--- config.mk ---
export PLATFORM = sky130hd
export DESIGN_NAME = drbg_seq_synchronizer
export DESIGN_NICKNAME = d
export VERILOG_FILES = /design/src/rtl/drbg_sync_pkg.sv /design/src/rtl/drbg_seq_compare.sv /design/src/rtl/drbg_seq_synchronizer.sv
export SDC_FILE = /design/constraint.sdc
export NUM_CORES = 1
export LEC_CHECK = 0
export BUFFER_PORTS_ARGS = -buffer_cell sky130_fd_sc_hd__clkbuf_2
export CAP_MARGIN = 10
export CORE_ASPECT_RATIO = 0.7
export CORE_MARGIN = 1
export CORE_UTILIZATION = 55
export CTS_CLUSTER_SIZE = 24
export DETAILED_ROUTE_END_ITERATION = 12
export GPL_ROUTABILITY_DRIVEN = 0
export PLACE_DENSITY = 0.75
export SLEW_MARGIN = 20
export SYNTH_ARGS = -nofsm -noshare
export SYNTH_HDL_FRONTEND = slang
export SYNTH_HIERARCHICAL = 1
export SYNTH_SLANG_ARGS = --single-unit
--- constraint.sdc ---
create_clock -name clk -period 5 [get_ports clk]
set_clock_uncertainty 0.15 [all_clocks]
set_input_delay 0.75 -clock clk [delete_from_list [all_inputs] [get_ports clk]]
set_output_delay 0.75 -clock clk [all_outputs]
set_load 0.05 [all_outputs]
--- src/rtl/drbg_sync_pkg.sv ---
`default_nettype none
// ============================================================================
// Module   : drbg_sync_pkg
// Purpose  : Shared types and constants for the DRBG sequence synchronizer
//            and its distance comparator.
// Revision : 1.0 - initial parametrised release
// ============================================================================
package drbg_sync_pkg;

  // Default configuration values
  localparam int unsigned c_def_seq_w       = 32;
  localparam int unsigned c_def_ahead_tol   = 16;
  localparam int unsigned c_def_max_behind  = 4096;
  localparam int unsigned c_def_ack_timeout = 64;
  localparam int unsigned c_def_rst_cycles  = 4;

  // Synchronizer state encoding
  typedef logic [2:0] sync_state_t;

  localparam sync_state_t c_st_wait_init  = 3'd0;
  localparam sync_state_t c_st_locked     = 3'd1;
  localparam sync_state_t c_st_catch_req  = 3'd2;
  localparam sync_state_t c_st_catch_wait = 3'd3;
  localparam sync_state_t c_st_hold       = 3'd4;
  localparam sync_state_t c_st_drbg_rst   = 3'd5;
  localparam sync_state_t c_st_error      = 3'd6;

  // Classification of d = target - internal (signed, modular)
  typedef enum logic [2:0] {
    CLS_EQUAL      = 3'd0,
    CLS_BEHIND     = 3'd1,
    CLS_AHEAD      = 3'd2,
    CLS_FAR_AHEAD  = 3'd3,
    CLS_FAR_BEHIND = 3'd4
  } dist_class_t;

  // Where the synchronizer goes once a distance class has been evaluated
  function automatic sync_state_t f_route(input dist_class_t cls);
    sync_state_t st;
    case (cls)
      CLS_EQUAL:     st = c_st_locked;
      CLS_BEHIND:    st = c_st_catch_req;
      CLS_AHEAD:     st = c_st_hold;
      CLS_FAR_AHEAD: st = c_st_drbg_rst;
      default:       st = c_st_error;
    endcase
    return st;
  endfunction

endpackage
`default_nettype wire

--- src/rtl/drbg_seq_compare.sv ---
`default_nettype none
// ============================================================================
// Module   : drbg_seq_compare
// Purpose  : Combinational wrap-safe sequence distance and classification.
//            Shared with the encoder-side sequence checker.
// Revision : 1.0 - initial parametrised release
// ============================================================================
module drbg_seq_compare
  import drbg_sync_pkg::*;
#(
  parameter int unsigned SEQ_W      = c_def_seq_w,
  parameter int unsigned AHEAD_TOL  = c_def_ahead_tol,
  parameter int unsigned MAX_BEHIND = c_def_max_behind
) (
  input  logic [SEQ_W-1:0] target,
  input  logic [SEQ_W-1:0] internal,
  output logic [SEQ_W-1:0] distance,
  output dist_class_t      dist_class
);

  localparam logic [SEQ_W-1:0] c_ahead_tol  = SEQ_W'(AHEAD_TOL);
  localparam logic [SEQ_W-1:0] c_max_behind = SEQ_W'(MAX_BEHIND);

  logic [SEQ_W-1:0] w_lag;

  // Classify the modular distance; a negative d is judged by its magnitude
  // (internal - target), so d = -2^(SEQ_W-1) lands in FAR_AHEAD.
  always_comb begin
    distance = target - internal;
    w_lag    = internal - target;
    if (distance == '0) begin
      dist_class = CLS_EQUAL;
    end else if (distance[SEQ_W-1]) begin
      dist_class = (w_lag <= c_ahead_tol) ? CLS_AHEAD : CLS_FAR_AHEAD;
    end else begin
      dist_class = (distance <= c_max_behind) ? CLS_BEHIND : CLS_FAR_BEHIND;
    end
  end

endmodule
`default_nettype wire

--- src/rtl/drbg_seq_synchronizer.sv ---
`default_nettype none
// ============================================================================
// Module   : drbg_seq_synchronizer
// Purpose  : Aligns the hash_drbg reseed counter with the far-end sequence
//            number using hold, catch-up (req/ack with timeout) or DRBG reset.
//            Optional statistics counters enabled by DRBG_SYNC_STATS_EN.
// Revision : 1.0 - initial parametrised release
// ============================================================================
module drbg_seq_synchronizer
  import drbg_sync_pkg::*;
#(
  parameter int unsigned SEQ_W       = c_def_seq_w,
  parameter int unsigned AHEAD_TOL   = c_def_ahead_tol,
  parameter int unsigned MAX_BEHIND  = c_def_max_behind,
  parameter int unsigned ACK_TIMEOUT = c_def_ack_timeout,
  parameter int unsigned RST_CYCLES  = c_def_rst_cycles
) (
  input  logic             clk,
  input  logic             reset_n,
  input  logic             init_done,
  input  logic [SEQ_W-1:0] sequence_internal,
  input  logic [SEQ_W-1:0] sequence_external,
  input  logic             sequence_external_valid,
  input  logic             V,
  output logic             catch_up_mode,
  output logic             get_next_seed,
  output logic             reset_n_drbg,
  output logic             block_drbg_reseed,
  output logic             locked,
  output logic             sync_error
`ifdef DRBG_SYNC_STATS_EN
  ,
  output logic [15:0]      resync_count,
  output logic [15:0]      hold_count,
  output logic [SEQ_W-1:0] catchup_steps
`endif
);

  localparam int unsigned c_cnt_max = (ACK_TIMEOUT > RST_CYCLES) ? ACK_TIMEOUT : RST_CYCLES;
  localparam int unsigned c_cnt_w   = $clog2(c_cnt_max + 1);
  localparam logic [c_cnt_w-1:0] c_ack_last = c_cnt_w'(ACK_TIMEOUT - 1);
  localparam logic [c_cnt_w-1:0] c_rst_last = c_cnt_w'(RST_CYCLES - 1);

  sync_state_t       r_state;
  sync_state_t       w_state_next;
  logic [SEQ_W-1:0]  r_target;
  logic [SEQ_W-1:0]  r_latched;
  logic              r_pending;
  logic [c_cnt_w-1:0] r_cnt;
  logic              w_consume;
  logic              w_rearm;
  logic              w_ack;
  logic              w_state_change;
  logic [SEQ_W-1:0]  w_distance;
  dist_class_t       w_class;

  logic r_catch_up_mode;
  logic r_get_next_seed;
  logic r_reset_n_drbg;
  logic r_block_drbg_reseed;
  logic r_locked;
  logic r_sync_error;

  drbg_seq_compare #(
    .SEQ_W      (SEQ_W),
    .AHEAD_TOL  (AHEAD_TOL),
    .MAX_BEHIND (MAX_BEHIND)
  ) u_compare (
    .target     (r_target),
    .internal   (sequence_internal),
    .distance   (w_distance),
    .dist_class (w_class)
  );

  assign w_ack          = (sequence_internal != r_latched);
  assign w_state_change = (w_state_next != r_state);
  // Entering DRBG reset re-arms evaluation so the target is caught up from 0
  assign w_rearm        = (w_state_next == c_st_drbg_rst) && (r_state != c_st_drbg_rst);

  // Next-state decode; w_consume marks the cycle a pending target is evaluated
  always_comb begin
    w_state_next = r_state;
    w_consume    = 1'b0;
    case (r_state)
      c_st_wait_init: begin
        if (init_done) begin
          if (r_pending) begin
            w_consume    = 1'b1;
            w_state_next = f_route(w_class);
          end else begin
            w_state_next = c_st_locked;
          end
        end
      end
      c_st_locked, c_st_hold: begin
        if (r_pending) begin
          w_consume    = 1'b1;
          w_state_next = f_route(w_class);
        end
      end
      c_st_catch_req: begin
        w_state_next = c_st_catch_wait;
      end
      c_st_catch_wait: begin
        // The ack always wins over a timeout in the same cycle
        if (w_ack) begin
          w_consume    = 1'b1;
          w_state_next = (w_distance == '0) ? c_st_locked : f_route(w_class);
        end else if (r_cnt == c_ack_last) begin
          w_state_next = c_st_error;
        end
      end
      c_st_drbg_rst: begin
        if (r_cnt == c_rst_last) begin
          w_state_next = c_st_wait_init;
        end
      end
      c_st_error: begin
        // Only a distance inside the recoverable window leaves ERROR
        if (r_pending) begin
          w_consume = 1'b1;
          if ((w_class != CLS_FAR_AHEAD) && (w_class != CLS_FAR_BEHIND)) begin
            w_state_next = f_route(w_class);
          end
        end
      end
      default: begin
        w_state_next = c_st_wait_init;
      end
    endcase
  end

  // State, target capture, pending flag, ack latch and dwell counter
  always_ff @(posedge clk or negedge reset_n) begin
    if (!reset_n) begin
      r_state   <= c_st_wait_init;
      r_target  <= '0;
      r_latched <= '0;
      r_pending <= 1'b0;
      r_cnt     <= '0;
    end else begin
      r_state   <= w_state_next;
      r_pending <= sequence_external_valid | w_rearm | (r_pending & ~w_consume);
      if (sequence_external_valid) begin
        r_target <= sequence_external - {{(SEQ_W-1){1'b0}}, V};
      end
      if (r_state == c_st_catch_req) begin
        r_latched <= sequence_internal;
      end
      if (w_state_change) begin
        r_cnt <= '0;
      end else if (r_cnt != '1) begin
        r_cnt <= r_cnt + c_cnt_w'(1);
      end
    end
  end

  // Moore outputs registered from the next state so reset values are all 0
  always_ff @(posedge clk or negedge reset_n) begin
    if (!reset_n) begin
      r_catch_up_mode     <= 1'b0;
      r_get_next_seed     <= 1'b0;
      r_reset_n_drbg      <= 1'b0;
      r_block_drbg_reseed <= 1'b0;
      r_locked            <= 1'b0;
      r_sync_error        <= 1'b0;
    end else begin
      r_catch_up_mode     <= (w_state_next == c_st_catch_req) || (w_state_next == c_st_catch_wait);
      r_get_next_seed     <= (w_state_next == c_st_catch_req);
      r_reset_n_drbg      <= (w_state_next != c_st_drbg_rst);
      r_block_drbg_reseed <= (w_state_next == c_st_hold) || (w_state_next == c_st_error);
      r_locked            <= (w_state_next == c_st_locked);
      r_sync_error        <= r_sync_error | (w_state_next == c_st_error);
    end
  end

  assign catch_up_mode     = r_catch_up_mode;
  assign get_next_seed     = r_get_next_seed;
  assign reset_n_drbg      = r_reset_n_drbg;
  assign block_drbg_reseed = r_block_drbg_reseed;
  assign locked            = r_locked;
  assign sync_error        = r_sync_error;

`ifdef DRBG_SYNC_STATS_EN
  logic [15:0]      r_resync_count;
  logic [15:0]      r_hold_count;
  logic [SEQ_W-1:0] r_catchup_steps;

  // Saturating event counters, cleared only by reset_n
  always_ff @(posedge clk or negedge reset_n) begin
    if (!reset_n) begin
      r_resync_count  <= '0;
      r_hold_count    <= '0;
      r_catchup_steps <= '0;
    end else begin
      if (w_rearm && (r_resync_count != '1)) begin
        r_resync_count <= r_resync_count + 16'd1;
      end
      if ((w_state_next == c_st_hold) && (r_state != c_st_hold) && (r_hold_count != '1)) begin
        r_hold_count <= r_hold_count + 16'd1;
      end
      if ((w_state_next == c_st_catch_req) && (r_catchup_steps != '1)) begin
        r_catchup_steps <= r_catchup_steps + SEQ_W'(1);
      end
    end
  end

  assign resync_count  = r_resync_count;
  assign hold_count    = r_hold_count;
  assign catchup_steps = r_catchup_steps;
`endif

endmodule
`default_nettype wire

==> flow_summary.toml <==
[global_routing]
overflow = 0
grt_pass1_vias = 7875
grt_start_max_net_pins = 82
grt_pass1_wl_um = 41000
track_usage_pct = 33.9
antenna_found_initial = 0

[finish]
n_antenna_cell = 0
final_nets = 1346
drive_gt1_share_pct = 28.4
syn2layout_area_growth_pct = 22.6

[floorplanning]
ios = 75
die-area_um2 = 15900
floorplan.initialDensity_pct = 56.8
row_count = 37
core_um2 = 14900
die_h_um = 106
die-width_um = 150

[worst_setup_path]
reg2reg_depth = 21
cp-endpoint = "r_cnt[4]"
crit_fanout = 9
r2r_slack_ns = 0.23
rr_endpoint = "r_cnt[4]"
critPathKind = "in2reg"
critPathCaptureType = "register"
required_ns = 5.09
reg2reg_from = "r_target[14]"
worst_ep_arrival_time_ns = 4.95
crit_path_start_kind = "primary input"
startpoint = "sequence_internal[14]"

[synthesis]
netlist_area_um2 = 8440
syn_avg_cell_area_um2 = 8.26
ys_seq_area_share_pct = 24.0
async_flop_share_pct = 100
synth_area_leaders = "dfrtp_1 24%, ha_1 9.6%, xnor2_1 7.8%"
synthCells = 1022
ys_types = 94
synth_top_area_cell = "dfrtp_1"
ys_ff_latch = 81
synth_edf_count = 0
ys.flop_type = "dfrtp_1"
yosysWarningCount = 6
synth_nets = 1157
synth_top_area_share_pct = 24.0

[sta]
holdWs_ns = 0.229
maxSlewHeadroom_pct = 23.7
period_minus_slack_ns = 4.86
setup_viol = 0
max_freq_ghz = 0.206
worstMarginPinSlew_ns = 1.14
tns_ns = 0
drv_slew = 0
hold_viol_final = 0
post-route-period-util_pct = 97.2

[clock_network]
clock-sinks = 81
cts_made_buffers = 9
holdBufCountCts = 0
path_clk_slew_ns = 0.08
worst_skew_pair.late_latency_ns = 0.36
cts_buffer_depth = 2
cts_root_buf = "clkbuf_16"
cts_tree = "yes"
htreeDepth = 3

[route]
viasPerCell = 6.08
wl_per_cell_um = 18.6
firstDrtPassIters = 6
drt-initial-drc-count = 973
drc = 0
wl_um = 26300
num_vias = 8577
ant_nets = 0

[pwr]
leakage_nw = 4.67
power_density_nw_per_um2 = 376
max-vdd-ir-drop_uv = 242

[place]
port_buffers = 74
dpl.hpwl_um = 21000

[status]
status = "finished clean"

[worst_hold_path]
hp-class = "in2async"

[run]
max_cap_violations = 0
-- area by class of cell --
class	instances	area, µm²
Inverter	84	315
Clock inverter	7	95.1
Tap cell	195	244
Clock buffer	9	225
Fill cell	1134	4510
Sequential cell	81	2030
Multi-Input combinational cell	813	5920
Timing Repair Buffer	222	1530
-- sequential cells by signal, summed over array words and instances, names as in the netlist --
register	cells
r_target	32
locked	1
r_latched	32
r_pending	1
reset_n_drbg	1
block_drbg_reseed	1
r_state	3
sync_error	1
get_next_seed	1
r_cnt	7
catch_up_mode	1
-- cells in the final DEF, fill, tap and decap left out, types with 5 or more instances in the layout --
master / synthesis / layout
buf_4: 6 / 145
nor2_1: 96 / 94
a21oi_1: 95 / 93
inv_1: 84 / 84
dfrtp_1: 81 / 81
xnor2_1: 75 / 75
clkbuf_2: 0 / 73
nand2_1: 70 / 70
ha_1: 65 / 59
mux2_2: 35 / 35
o21ai_0: 35 / 32
xor2_1: 28 / 28
nand4_1: 25 / 25
nor3_1: 20 / 20
nand3_1: 18 / 18
nor4_1: 16 / 16
a21o_1: 13 / 13
o21a_1: 13 / 13
o21ai_1: 14 / 12
o211ai_1: 11 / 11
o21bai_1: 11 / 11
nor2b_1: 9 / 9
clkbuf_16: 0 / 9
and3_1: 8 / 8
nand2b_1: 7 / 7
a31oi_1: 9 / 7
a21oi_2: 5 / 7
o21ai_2: 1 / 6
or3_1: 6 / 6
o22ai_1: 5 / 5
nor3_2: 5 / 5
mux2i_1: 5 / 5
a221o_1: 5 / 5
and4_1: 5 / 5
ha_2: 0 / 5
-- Yosys cell counts, types with 13 or more instances --
cell type  number
mux2_2         35
nor3_1         20
a21o_1         13
a21oi_1        95
inv_1          84
nand4_1        25
nor4_1         16
clkbuf_1       15
o21ai_0        35
dfrtp_1        81
nand3_1        18
xnor2_1        75
o21a_1         13
xor2_1         28
nor2_1         96
ha_1           65
o21ai_1        14
nand2_1        70
-- critical path, cell delays in order --
cell and delay (ns):
clkbuf_2 0.12, ha_1 0.39, buf_4 0.22, nand4_1 0.14
nor4_1 0.34, buf_4 0.20, o21ai_0 0.09, and4_1 0.24
mux2i_1 0.13, nor3_1 0.26, nand4_1 0.16, or4b_1 0.49
a22o_1 0.29, xor2_1 0.14, nor2_1 0.08, o211ai_1 0.14
nor2b_1 0.25, o21ai_2 0.10, a41oi_2 0.17, buf_4 0.18
nor2_1 0.05
-- how the worst min path moves through the flow --
| stage | end | depth (start not counted) | start |
|---|---|---|---|
| 3_5_place_dp | sync_error | 1 | sync_error |
| 3_3_place_gp | sync_error | 1 | sync_error |
| 6_report | r_latched[1] | 1 | reset_n |
| 4_1_cts | sync_error | 1 | sync_error |
| 5_1_grt | r_latched[1] | 1 | reset_n |
| 2_1_floorplan | block_drbg_reseed | 0 | reset_n |
-- report_power, final --
group          switching (W)  leakage (nW)  total [W]  internal (W)
Combinational        0.00117          3.57    0.00213      0.000960
Sequential          0.000172         0.950    0.00103      0.000858
Clock               0.000329         0.157   0.000733      0.000403
Total                0.00167          4.67    0.00389       0.00222
-- metal layers --
| metal | track usage [%] | part of all wire (%) |
|---|---|---|
| met4 | 11.4 | 2.4 |
| met3 | 9.44 | 12 |
| met1 | 50.0 | 46 |
| met5 | 0 | 0 |
| met2 | 46.7 | 40 |
-- cell families (layout without fill, tap and decap cells) --
logic type                 Yosys count  in the layout  synth area share (%)
and+or+nand+nor                    331            331                  21.1
muxes                               40             40                  5.26
AOI/OAI and AO/OA                  273            273                  21.8
xor gates and xnor gates           103            103                  10.7
adders and majority gates           66             66                  9.87
DFF                                 81             81                  24.0
buffers and inverters              128            322                  7.22
-- metrics by stage --
step | total power (W) | worst slack (ns) | area, µm² | instances | util, %
2_1_floorplan | 0.00234 | 0.188 | 8440 | 1022 | -
3_3_place_gp | 0.00300 | -0.0403 | 9910 | 1394 | 66.7
6_report | 0.00389 | 0.140 | 10400 | 1411 | 69.7
5_1_grt | 0.00410 | -0.103 | 10400 | 1411 | 69.7
3_5_place_dp | 0.00304 | -0.198 | 9910 | 1394 | 66.7
4_1_cts | 0.00378 | 0.162 | 10200 | 1410 | 68.8
-- timing repair --
| action | 4_1_cts | 5_1_grt |
|---|---|---|
| resized for setup | 0 | 26 |
| endpoints found under the hold margin | 0 | 0 |
| endpoints found under the setup margin | 0 | 16 |
| setup buffers | 0 | 1 |
Note: power is estimated with default switching activity, not from simulation.
